### src/rtl/imem_loader_pkg.sv
// imem_loader_pkg: state encoding and defaults for the instruction memory loader
package imem_loader_pkg;
  typedef enum logic [2:0] {IDLE, LEN, DATA, WRITE, CHK, DONE} state_t;
  localparam int MAX_WORDS_DEF = 64;
endpackage

### src/rtl/imem_loader_byte_assembler.sv
// imem_loader_byte_assembler: little-endian word assembly with running XOR checksum
module imem_loader_byte_assembler (
  input  logic        clk,
  input  logic        rst,
  input  logic        clear,
  input  logic        en,
  input  logic [7:0]  din,
  output logic [31:0] word_next,
  output logic [7:0]  xsum,
  output logic        word_full
);
  logic [31:0] word;
  logic [1:0]  cnt;
  assign word_full = en && cnt == 2'd3;
  always_comb begin
    word_next = word;
    word_next[cnt*8 +: 8] = din;
  end
  always_ff @(posedge clk) begin
    if (rst || clear) begin
      word <= '0;
      cnt  <= '0;
      xsum <= '0;
    end else if (en) begin
      word <= word_next;
      cnt  <= cnt + 2'd1;
      xsum <= xsum ^ din;
    end
  end
endmodule

### src/rtl/imem_loader.sv
// imem_loader: loads a length-prefixed, XOR-checked byte stream into instruction RAM
module imem_loader
  import imem_loader_pkg::*;
#(
  parameter int              ADDR_W    = 8,
  parameter logic [ADDR_W-1:0] BASE_ADDR = '0,
  parameter int              MAX_WORDS = MAX_WORDS_DEF
) (
  input  logic              CLK,
  input  logic              rst,
  input  logic              start,
  input  logic              in_valid,
  input  logic [7:0]        in_data,
  output logic              in_ready,
  output logic              mem_we,
  output logic [ADDR_W-1:0] mem_addr,
  output logic [31:0]       mem_wdata,
  output logic              cpu_rst,
  output logic              busy,
  output logic              done,
  output logic              err
);
  localparam int IW = $clog2(MAX_WORDS + 1);
  state_t        state;
  logic [IW-1:0] n, idx, idx_inc;
  logic          we_q, xfer, clear, en, word_full;
  logic [31:0]   word_next;
  logic [7:0]    xsum;
  assign xfer    = in_valid && in_ready;
  assign clear   = state == IDLE && start;
  assign en      = state == DATA && xfer;
  assign idx_inc = idx + IW'(1);
  // The strobe is gated so a write can never coincide with reset.
  assign mem_we  = we_q & ~rst;
  imem_loader_byte_assembler u_asm (
    .clk(CLK), .rst(rst), .clear(clear), .en(en), .din(in_data),
    .word_next(word_next), .xsum(xsum), .word_full(word_full)
  );
  always_ff @(posedge CLK) begin
    if (rst) begin
      state     <= IDLE;
      in_ready  <= 1'b0;
      we_q      <= 1'b0;
      mem_addr  <= '0;
      mem_wdata <= '0;
      cpu_rst   <= 1'b1;
      busy      <= 1'b0;
      done      <= 1'b0;
      err       <= 1'b0;
      n         <= '0;
      idx       <= '0;
    end else begin
      we_q <= 1'b0;
      done <= 1'b0;
      case (state)
        IDLE: if (start) begin
          state    <= LEN;
          in_ready <= 1'b1;
          busy     <= 1'b1;
          cpu_rst  <= 1'b1;
          err      <= 1'b0;
          idx      <= '0;
        end
        LEN: if (xfer) begin
          n <= IW'(in_data);
          if (in_data == 8'd0) state <= CHK;
          else if (32'(in_data) > MAX_WORDS) begin
            state    <= IDLE;
            err      <= 1'b1;
            in_ready <= 1'b0;
            busy     <= 1'b0;
          end else state <= DATA;
        end
        DATA: if (word_full) begin
          state     <= WRITE;
          in_ready  <= 1'b0;
          we_q      <= 1'b1;
          mem_addr  <= BASE_ADDR + ADDR_W'({idx, 2'b00});
          mem_wdata <= word_next;
        end
        WRITE: begin
          idx      <= idx_inc;
          in_ready <= 1'b1;
          state    <= idx_inc == n ? CHK : DATA;
        end
        CHK: if (xfer) begin
          in_ready <= 1'b0;
          if (in_data == xsum) begin
            state   <= DONE;
            done    <= 1'b1;
            cpu_rst <= 1'b0;
          end else begin
            state <= IDLE;
            err   <= 1'b1;
            busy  <= 1'b0;
          end
        end
        DONE: begin
          state <= IDLE;
          busy  <= 1'b0;
        end
        default: state <= IDLE;
      endcase
    end
  end
endmodule

### config.mk
export PLATFORM = sky130hd
export DESIGN_NAME = imem_loader
export DESIGN_NICKNAME = d
export VERILOG_FILES = /design/src/rtl/imem_loader_pkg.sv /design/src/rtl/imem_loader_byte_assembler.sv /design/src/rtl/imem_loader.sv
export SDC_FILE = /design/constraint.sdc
export NUM_CORES = 1
export LEC_CHECK = 0
export CORE_MARGIN = 2
export CORE_UTILIZATION = 50
export DETAILED_ROUTE_END_ITERATION = 7
export PLACE_DENSITY_LB_ADDON = 0.25
export SLEW_MARGIN = 5
export SYNTH_ARGS = -nofsm -noshare
export SYNTH_HDL_FRONTEND = slang
export SYNTH_SLANG_ARGS = --single-unit
### constraint.sdc
create_clock -name CLK -period 3.29 [get_ports CLK]
set_input_delay 0.8225 -clock CLK [delete_from_list [all_inputs] [get_ports CLK]]
set_output_delay 0.8225 -clock CLK [all_outputs]
set_load 0.01 [all_outputs]
# == Yosys cells after proc, flatten, opt, wreduce, memory -nomap -nowiden ==
# Index checks and enable logic that the tools add are counted.
# totals
in_bits,12
register_bits,103
output_inout_bits,46
# op_classes
magnitude_cmp,1
n_eq_ne,16
n_addsub,3
n_shift,2
bitwise,6
n_mux,34
n_reduce_logical,22
# op_table
cell,count
negation 5 -> 34 bit,1
"variable shift 8 x 34 -> 32 bit, first input constant",1
variable part select 8 x 34 -> 32 bit,1
bitwise mux 32 bit,1
2-to-1 mux 3 bit,7
AND reduction 7 bit,3
2-to-1 mux 1 bit,18
one-hot mux 3 bit (5 select lines),1
"!= test 2 bit, second input constant",7
one-hot mux 7 bit (2 select lines),1
equality test 8 bit,1
"> comparator 8 x 7 -> 1 bit, second input constant",1
zero test 8 bit,1
AND reduction 4 bit,2
bitwise XOR 8 bit,1
"adder 7 x 1 -> 7 bit, second input constant",1
equality test 7 bit,1
2-to-1 mux 7 bit,1
"equality test 3 x 2 -> 1 bit, second input constant",2
"equality test 3 bit, second input constant",2
AND reduction 2 bit,3
one-hot mux 1 bit (5 select lines),1
nonzero test 5 bit,1
logical AND 1 bit,4
17 further kinds,21

# == Depth between registers and ports, before layout ==
# Gate-level depths: netlist of run 1.
# depth
depth_word,5
depth_mapped,7

# == Hierarchy ==
# Synthesis of run 1 repeated with hierarchy kept, for this count alone.
# hier_totals
cells_unflattened,590
hier_area_um2,4727.0
# by_module_without_submodules
mod,cells_each,seq_area_each_um2,instances,area_each_um2
imem_loader,344,1221.2,1,2690.1
imem_loader_byte_assembler,246,840.8,1,2037.0

# == Worst setup path after synthesis of run 1 ==
# Ideal clock, no wire load.
# synth_timing
kind,input -> output
from,input port rst
to,output port mem_we
slack_ps,1057
n_path_buf,2
cell_stages,3
t_required_ps,2467
t_arrival_ps,1410
cell_sequence,clkbuf_1 clkbuf_1 nor2b_1
# synth_via
elab_chain_cells,2
# synth_lines
item,line,rtl
from (decl),imem_loader.sv:10,"input logic rst,"
inverter 1 bit,imem_loader.sv:34,assign mem_we = we_q & ~rst;
AND 1 bit,imem_loader.sv:34,
to (decl),imem_loader.sv:15,"output logic mem_we,"
# Every way passes these cells.

# == Worst setup path in the final report of run 1 ==
# layout_timing
from,input port in_valid
to,register state[2]
# layout_via
elab_chain_cells,5
word_cells_on_any_way,7
# layout_lines
item,line,rtl
from (decl),imem_loader.sv:12,"input logic in_valid,"
logical AND 1 bit *,imem_loader.sv:29,assign xfer = in_valid && in_ready;
logical AND 1 bit,imem_loader.sv:31,assign en = state == DATA && xfer;
logical AND 1 bit,imem_loader_byte_assembler.sv:14,assign word_full = en && cnt == 2'd3;
!= test 2 x 1 -> 1 bit (no line),n/a,
AND reduction 4 bit (no line) *,n/a,
to (signal assigned),imem_loader.sv:84,state <= idx_inc == n ? CHK : DATA;
to (decl),imem_loader.sv:24,state_t state;
# Every way passes the cells marked *; elsewhere a longest branch is shown, timed or not.
# A chain may end at the register's enable or synchronous reset.

==> tab_implementation.tex, run 1 <==
\begin{tabular}{lr}
\hline
Metric & Value \\
\hline
\multicolumn{2}{l}{\textbf{Run status}} \\
\quad Outcome & finished clean \\
\multicolumn{2}{l}{\textbf{Setup path}} \\
\quad Worst Reg2Reg Path Length in Cells & 6 \\
\quad Reg-to-reg critical path endpoint & mem\_wdata[5]\$\_SDFFE\_PP0P\_ \\
\quad Data required time of the critical path & 3.54 ns \\
\quad Startpoint-to-endpoint class of the critical path & primary input to flop \\
\quad Critical Path AT & about 2.7 ns \\
\quad Crit-path max FO & 14 \\
\quad Delay of the slowest cell on the worst path & $\sim$0.42 ns \\
\quad Cell with the largest stage delay on the worst path & clkdlybuf4s50\_1 \\
\quad Buf+Inv Stages, Crit Path & 1 \\
\quad Slack of the worst reg-to-reg path & around 1 ns \\
\quad Critical Path End Type & flop \\
\quad CP cell instances & clkdlybuf4s50\_1 -> and2\_0 -> o211a\_1 -> a211oi\_4 -> o22ai\_1 -> o31a\_1 \\
\quad Dominant delay contributor by cell family on the critical path & compound AO/OA/AOI/OAI gates \\
\quad Launching element type of the critical path & primary input \\
\quad Startpoint of the lowest-slack register-to-register path & u\_asm.cnt[0]\$\_SDFFE\_PP0P\_ \\
\multicolumn{2}{l}{\textbf{Floorplan}} \\
\quad Top-Level Pins & between 50 and 60 \\
\quad Floorplan die width & 97.62 microns \\
\quad Die Ht & 97.62 microns \\
\quad \# rows & 34 \\
\quad Initial Util & 0.5099 \\
\quad Floorplan die area & 9529 sq um \\
\quad Core region area & $\sim$8600 sq um \\
\multicolumn{2}{l}{\textbf{Yosys}} \\
\quad Gate count after technology mapping & 521 \\
\quad Synth Area in Adders & 0.01713 \\
\quad Area fraction of the dominant cell type after synthesis & 0.4340 \\
\quad Yosys warning total & 0 \\
\quad Combinational family with the most area after synthesis & simple AND/OR/NAND/NOR gates \\
\quad Sequential share of the synthesized area & 0.4340 \\
\quad Syn Std Cell Area & around 4400 sq um \\
\quad FF+latch count, synth & 95 \\
\quad Parity-gate share of the synthesized area counting xor and xnor cells & 0.05397 \\
\quad Simple-gate share of the synthesized area & 0.2379 \\
\quad Distinct cell type count of the synthesized netlist & between 50 and 60 \\
\quad Per-instance average area after synthesis & around 8.4 sq um \\
\quad Cells taking the most area after synthesis & dfxtp\_1, a211oi\_1, nor2\_1, a21oi\_1, nand2\_1 \\
\quad Post-synthesis compound-gate area fraction & 0.1953 \\
\quad Fraction of synthesized area in multiplexers & 0.002284 \\
\quad Leading area contributor after synthesis & dfxtp\_1 \\
\multicolumn{2}{l}{\textbf{Clocking}} \\
\quad Sinks on the clock net & 95 \\
\quad Latest clock arrival within the worst-skew pair & 0.36 ns \\
\quad Root buffer selected by CTS & clkbuf\_8 \\
\quad Post-cts hold buffer count & 0 \\
\quad Max clock buf depth & 2 \\
\quad Clock tree from TritonCTS & built \\
\quad Cts repair resizes & 0 \\
\quad Number of CTS-inserted buffers & 9 \\
\quad Count of buffers added by post-CTS timing repair for setup & 0 \\
\quad Maximum level of the CTS H-tree & 3 \\
\quad Clock input transition at the sequential cells of the worst setup and hold paths & around 0.09 ns \\
\multicolumn{2}{l}{\textbf{Power and ir drop}} \\
\quad Seq pwr share & 0.550 \\
\quad Clock power share & 0.362 \\
\quad P\_int & between 0.0015 and 0.002 W \\
\quad Cell leakage power & around 1.7 nW \\
\quad Maximum VDD drop & roughly 270 uV \\
\quad Power per unit of standard cell area & 415.7 nW/um\^{}2 \\
\quad Switching Fraction & 0.2534 \\
\quad Combinational group share of total power & 0.089 \\
\quad Net switching power figure & roughly 0.00054 W \\
\multicolumn{2}{l}{\textbf{Worst hold path}} \\
\quad Worst min path class & flop to flop \\
\quad Worst Hold Path Cells & 2 \\
\quad Hold Startpoint & mem\_wdata[28]\$\_SDFFE\_PP0P\_ \\
\quad WHS Endpoint & mem\_wdata[28]\$\_SDFFE\_PP0P\_ \\
\multicolumn{2}{l}{\textbf{STA}} \\
\quad Setup repair after global routing missed its margin & no \\
\quad Skew final & between 0.009 and 0.01 ns \\
\quad Time the final worst path needs with I/O delays and setup & around 2.5 ns \\
\quad Number of pins with negative max-slew slack in the final report & 0 \\
\quad Total of endpoints with negative setup slack in the final report & 0 \\
\quad WHS & about 0.46 ns \\
\quad Worst slew slack as a fraction of its limit & 0.5413 \\
\quad Final hold vios & 0 \\
\quad Actual slew at the worst max-slew pin & slightly below 0.7 ns \\
\quad Maximum achievable frequency & 0.4010 GHz \\
\quad Final-layout setup total negative slack & 0 ns \\
\quad Part of the cycle the worst path needs & 0.7579 \\
\multicolumn{2}{l}{\textbf{Final layout}} \\
\quad Fill cell count & 749 \\
\quad Multi-input gate area in the final layout & about 2200 sq um \\
\quad Cell area after layout & a little over 5000 sq um \\
\quad Layout cells sized above 1 & 0.07130 \\
\quad Signed area change from the synthesized netlist to the final layout & 17.36\% \\
\quad Register area & 1902 sq um \\
\quad Diodes inserted & 0 \\
\quad Final-stage net count & 575 \\
\multicolumn{2}{l}{\textbf{GRT}} \\
\quad Via count of the first global-routing pass & about 3400 \\
\quad Total overflow reported by the global router & 0 \\
\quad Maximum number of pins on one net before global-route repair & just over 60 \\
\quad Number of antenna violations at the first check in global routing & 0 \\
\quad Wire length of the first global-routing pass & approximately 17 mm \\
\quad Total global routing track utilization & 0.2171 \\
\multicolumn{2}{l}{\textbf{Drt}} \\
\quad Detailed-routing iteration count for the pre-antenna-repair pass & 4 \\
\quad Number of DRC markers in iteration 0 & $\sim$200 \\
\quad Post-route DRC & 0 \\
\quad Total number of vias & 3677 \\
\quad Ratio of routed vias to standard cells & roughly 5.5 \\
\quad Antenna violation net count after detailed routing & 0 \\
\quad WL/cell & roughly 15 microns \\
\quad Wire length after detailed routing & just over 10 mm \\
\multicolumn{2}{l}{\textbf{Placed design}} \\
\quad Routability-driven placement congestion ratio & 0.9204 \\
\quad Port Buffer Count & 55 \\
\quad HPWL Detailed & just under 7 mm \\
\quad Total cell area at the placement stage & about 4900 sq um \\
\multicolumn{2}{l}{\textbf{Flow run}} \\
\quad Number of max-capacitance violations reported & 0 \\
\hline
\end{tabular}
power groups by stage:
stage	clock network [W]	logic, W	registers, W
detailed placement	0	0.000187	0.00120
global route	0.000825	0.000204	0.00118
CTS	0.000782	0.000188	0.00117
floorplan	0	0.000139	0.00120
finish	0.000773	0.000189	0.00118
global placement	0	0.000184	0.00120
cell usage in the layout, fill, tap and decap left out, drive strengths merged, types with 2 or more instances in the layout:
| cell | n |
|---|---|
| a22oi | 2 |
| and2b | 4 |
| a21o | 2 |
| ha | 6 |
| xor2 | 19 |
| dfxtp | 95 |
| conb | 2 |
| nand2 | 52 |
| clkbuf | 10 |
| or3 | 2 |
| and3 | 5 |
| a21oi | 54 |
| and2 | 4 |
| nand2b | 3 |
| nor3 | 7 |
| nor4 | 7 |
| nor2 | 75 |
| xnor2 | 8 |
| clkdlybuf4s50 | 54 |
| nand4 | 2 |
| buf | 13 |
| inv | 9 |
| clkinv | 2 |
| nor2b | 22 |
| a211oi | 52 |
| nand3 | 21 |
| o21ai | 9 |
kinds of logic after synthesis:
kind of cell             count (synthesis)
AND/OR/NAND/NOR                        210
AO/OA/AOI/OAI                          130
flip-flops                              95
buffers and inverters                   51
XOR/XNOR                                27
adder cells (fa/ha/maj)                  6
other                                    1
multiplexers                             1
per-stage QoR:
| step | total power (W) | utilization | setup WS, ns | instances |
|---|---|---|---|---|
| 2_1_floorplan | 0.001335 | - | 1.057 | 522 |
| 3_3_place_gp | 0.001385 | 0.5759 | 0.5137 | 654 |
| 3_5_place_dp | 0.001389 | 0.5759 | 0.4720 | 654 |
| 4_1_cts | 0.002145 | 0.5984 | 0.8391 | 669 |
| 5_1_grt | 0.002206 | 0.5984 | 0.7167 | 669 |
| 6_report | 0.002138 | 0.5984 | 0.7964 | 669 |
cell usage after synthesis, drive strengths merged:
cell type and number:
dfxtp 95, nor2 75, a21oi 54, a211oi 52, nand2 52, buf 30, nor2b 22, nand3 21
xor2 19, clkbuf 13, o21ai 9, inv 8, xnor2 8, nor3 7, nor4 7, ha 6
and3 5, and2 4, and2b 4, nand2b 3, a21o 2, a22oi 2, nand4 2, or3 2
a2111o 1, a211o 1, a21boi 1, a31o 1, a41oi 1, conb 1, mux2i 1, nand3b 1
nand4bb 1, nor3b 1, nor4bb 1, o211a 1, o211ai 1, o22ai 1, o311ai 1, o31a 1
o31ai 1, or2 1, or3b 1
sequential cells by signal, summed over array words and instances (netlist names):
register,flops
in_ready,1
busy,1
state,3
done,1
mem_wdata,32
cpu_rst,1
u_asm.xsum,8
u_asm.cnt,2
u_asm.word,24
idx,7
err,1
we_q,1
mem_addr,6
n,7
worst reg2reg max path, stage by stage, from the launching register on:
cell and delay [ns]:
dfxtp_1 0.46, inv_1 0.16, ha_1 0.39, nor3_1 0.55
buf_4 0.25, a21oi_1 0.08, a211oi_1 0.28
area by class of cell:
type / count / area share
sequential: 95 / 0.3698
clock buffer: 10 / 0.02676
inverter: 8 / 0.005839
clock inverter: 5 / 0.01095
multi-input combinational: 376 / 0.4343
tap: 108 / 0.02628
timing repair buffer: 67 / 0.1260
routing by layer:
metal | share of wire | track usage | routed length (microns) | vias up
met5 | 0 | 0 | 0 | -
met4 | 0.026 | 0.09402 | 267 | 0
met3 | 0.037 | 0.03813 | 377 | 21
met2 | 0.46 | 0.3549 | 4752 | 80
met1 | 0.47 | 0.2822 | 4841 | 1712
li1 | - | - | - | 1864
worst max-delay path by stage:
stage / cells after the start / to / startpoint / slack, ns
2_1_floorplan: 3 / mem_we / rst / 1.06
5_1_grt: 6 / state[2]$_SDFFE_PP0P_ / in_valid / 0.72
6_report: 6 / state[2]$_SDFFE_PP0P_ / in_valid / 0.80
4_1_cts: 6 / state[2]$_SDFFE_PP0P_ / in_valid / 0.84
3_5_place_dp: 6 / state[2]$_SDFFE_PP0P_ / in_valid / 0.47
3_3_place_gp: 6 / state[2]$_SDFFE_PP0P_ / in_valid / 0.51
Power figures use the tool's default switching activity.
==> run 2, diff against run 1 <==
- clock period: 3.29 -> 2.4 ns (I/O delays scaled with it)
==> tab_implementation.tex, run 2 (synthesis results as in run 1) <==
\begin{tabular}{lr}
\hline
Metric & Value \\
\hline
\multicolumn{2}{l}{\textbf{Run status}} \\
\quad Outcome & finished clean \\
\multicolumn{2}{l}{\textbf{Setup path}} \\
\quad Cell with the largest stage delay on the worst path & dfxtp\_1 \\
\quad CP cell instances & inv\_1 -> ha\_1 -> nor3\_1 -> buf\_4 -> a21oi\_1 -> a211oi\_1 \\
\quad Data required time of the critical path & 2.66 ns (-0.88 ns) \\
\quad Launching element type of the critical path & flop \\
\quad Critical Path End Type & flop \\
\quad Critical Path AT & 2.43 ns (-0.31 ns) \\
\quad Startpoint-to-endpoint class of the critical path & flop to flop \\
\quad Dominant delay contributor by cell family on the critical path & flip-flops \\
\quad Buf+Inv Stages, Crit Path & 2 (+1) \\
\quad Crit-path max FO & 6 (-8) \\
\quad Delay of the slowest cell on the worst path & 0.47 ns (+0.05 ns) \\
\multicolumn{2}{l}{\textbf{Clocking}} \\
\quad Latest clock arrival within the worst-skew pair & 0.36 ns (about the same) \\
\quad Max clock buf depth & 2 (unchanged) \\
\quad Cts repair resizes & 0 (unchanged) \\
\quad Clock input transition at the sequential cells of the worst setup and hold paths & 0.09 ns (about the same) \\
\quad Root buffer selected by CTS & clkbuf\_8 \\
\quad Post-cts hold buffer count & 0 (unchanged) \\
\quad Count of buffers added by post-CTS timing repair for setup & 0 (unchanged) \\
\quad Clock tree from TritonCTS & built \\
\quad Sinks on the clock net & 95 (unchanged) \\
\quad Maximum level of the CTS H-tree & 3 (unchanged) \\
\quad Number of CTS-inserted buffers & 9 (unchanged) \\
\multicolumn{2}{l}{\textbf{Drt}} \\
\quad Met2 routed WL & 5.051 mm (+6.3\%) \\
\quad Total number of vias & 3783 (+2.9\%) \\
\quad Met3 wire len & 399 microns (+5.8\%) \\
\quad Wire length after detailed routing & 10.43 mm (+1.9\%) \\
\quad Post-route DRC & 0 (unchanged) \\
\quad WL/cell & 15.25 microns (-0.36\%) \\
\quad Sum of routed wire segments on met1 & 4.762 mm (-1.6\%) \\
\quad Number of DRC markers in iteration 0 & 214 (+5.4\%) \\
\quad Ratio of routed vias to standard cells & 5.531 (+0.63\%) \\
\quad Detailed-routing iteration count for the pre-antenna-repair pass & 5 (+1) \\
\quad Antenna violation net count after detailed routing & 0 (unchanged) \\
\quad Highest metal layer used by the detailed router & met4 \\
\multicolumn{2}{l}{\textbf{Power and ir drop}} \\
\quad Maximum VDD drop & 300.9 uV (+9.7\%) \\
\quad Cell leakage power & 1.828 nW (+4.7\%) \\
\quad Power per unit of standard cell area & 559.8 nW/um\^{}2 (+35\%) \\
\multicolumn{2}{l}{\textbf{Final layout}} \\
\quad Multi-input gate area in the final layout & 2233 sq um (unchanged) \\
\quad Final-stage net count & 589 (+2.4\%) \\
\quad Biggest registers after layout & mem\_wdata (32), u\_asm.word (24), u\_asm.xsum (8) \\
\quad Flip-flop count of the largest register after layout & 32 (unchanged) \\
\quad Most common cell after layout, fill and taps aside & dfxtp\_1 \\
\quad Fill cell count & 774 (+3.3\%) \\
\quad Commonest cells after routing, fill and taps aside & dfxtp\_1, nor2\_1, a21oi\_1, clkdlybuf4s50\_1, nand2\_1 \\
\quad Diodes inserted & 0 (unchanged) \\
\quad Largest Register & mem\_wdata \\
\quad Cell area after layout & 5289 sq um (+2.8\%) \\
\quad Register area & 1902 sq um (unchanged) \\
\quad Signed area change from the synthesized netlist to the final layout & 20.70\% \\
\quad Layout cells sized above 1 & 0.09375 (+0.02245) \\
\multicolumn{2}{l}{\textbf{STA}} \\
\quad Final-layout setup total negative slack & 0 ns (unchanged) \\
\quad Worst slew slack as a fraction of its limit & 0.5772 (+0.03585) \\
\quad Total of endpoints with negative setup slack in the final report & 0 (unchanged) \\
\quad Number of pins with negative max-slew slack in the final report & 0 (unchanged) \\
\quad Part of the cycle the worst path needs & 0.9043 \\
\quad Skew final & 0.009112 ns (-0.0007198 ns) \\
\quad Time the final worst path needs with I/O delays and setup & 2.170 ns \\
\quad Actual slew at the worst max-slew pin & 0.6342 ns (-0.05339 ns) \\
\quad Maximum achievable frequency & approximately 0.46 GHz \\
\quad Setup repair after global routing missed its margin & no \\
\quad Final hold vios & 0 (unchanged) \\
\multicolumn{2}{l}{\textbf{GRT}} \\
\quad Total overflow reported by the global router & 0 (unchanged) \\
\quad Total global routing track utilization & 0.2229 (+0.005771) \\
\quad Maximum number of pins on one net before global-route repair & 61 (unchanged) \\
\quad Via count of the first global-routing pass & 3517 (+2.8\%) \\
\quad Wire length of the first global-routing pass & 17.31 mm (+2.3\%) \\
\quad Number of antenna violations at the first check in global routing & 0 (unchanged) \\
\multicolumn{2}{l}{\textbf{Floorplan}} \\
\quad Top-Level Pins & 58 (unchanged) \\
\quad Initial Util & 0.5099 (unchanged) \\
\quad Core region area & 8593 sq um (unchanged) \\
\quad Floorplan die width & 97.62 microns (unchanged) \\
\quad \# rows & 34 (unchanged) \\
\quad Die Ht & 97.62 microns (unchanged) \\
\quad Floorplan die area & 9529 sq um (unchanged) \\
\multicolumn{2}{l}{\textbf{Placed design}} \\
\quad HPWL Detailed & 7.260 mm (+5.0\%) \\
\quad Port Buffer Count & 55 (unchanged) \\
\quad Routability-driven placement congestion ratio & 0.8798 (-4.4\%) \\
\quad Total cell area at the placement stage & 5091 sq um (+2.9\%) \\
\multicolumn{2}{l}{\textbf{Worst hold path}} \\
\quad Worst min path class & flop to flop \\
\multicolumn{2}{l}{\textbf{Flow run}} \\
\quad Number of max-capacitance violations reported & 0 (unchanged) \\
\hline
\end{tabular}
-- run 2: layout make-up --
class,count,share of cell area
clock buffers,11,0.02673
multi-input cells,376,0.4223
repair buffers,81,0.1495
inverters,8,0.005678
clock inverters,5,0.01065
flip-flops and latches,95,0.3596
well taps,108,0.02555
-- run 2: through the flow --
stage          hold slack [ns]  cells    util  worst slack [ns]  power, W
2_1_floorplan           0.4478    522       -            0.5408  0.001830
3_3_place_gp            0.4446    668  0.5925            0.1008  0.001923
3_5_place_dp            0.4448    668  0.5925           0.05949  0.001926
4_1_cts                 0.4576    684  0.6155            0.2387  0.002977
5_1_grt                 0.4723    684  0.6155          0.002774  0.003082
6_report                0.4527    684  0.6155            0.2296  0.002961
-- run 2: final timing paths --
path	startpoint	end	slack [ns]	cells past startpoint
setup / recovery	u_asm.cnt[0]$_SDFFE_PP0P_	mem_wdata[0]$_SDFFE_PP0P_	0.23	6
hold / removal	mem_wdata[27]$_SDFFE_PP0P_	mem_wdata[27]$_SDFFE_PP0P_	0.45	2
setup reg to reg	u_asm.cnt[0]$_SDFFE_PP0P_	mem_wdata[0]$_SDFFE_PP0P_	0.23	6
hold reg to reg	mem_wdata[27]$_SDFFE_PP0P_	mem_wdata[27]$_SDFFE_PP0P_	0.45	2
-- run 2: report_power, final --
part           internal [W]  leakage (nW)  switching [W]  total (W)
Combinational      0.000112         0.963       0.000171   0.000283
Sequential          0.00159         0.766      0.0000220    0.00161
Clock              0.000511        0.0997       0.000555    0.00107
Total               0.00221          1.83       0.000748    0.00296
-- run 2: metal layers --
metal | track usage | up-vias
met1 | 0.3024 | 1781
met4 | 0.09509 | 0
li1 | - | 1896
met5 | 0 | -
met3 | 0.03165 | 17
met2 | 0.3560 | 89
-- run 2: worst reg2reg max path, stage by stage (launching register included) --
cell and delay, ns:
dfxtp_1 0.47, inv_1 0.18, ha_1 0.39, nor3_1 0.40
buf_4 0.23, a21oi_1 0.12, a211oi_1 0.29
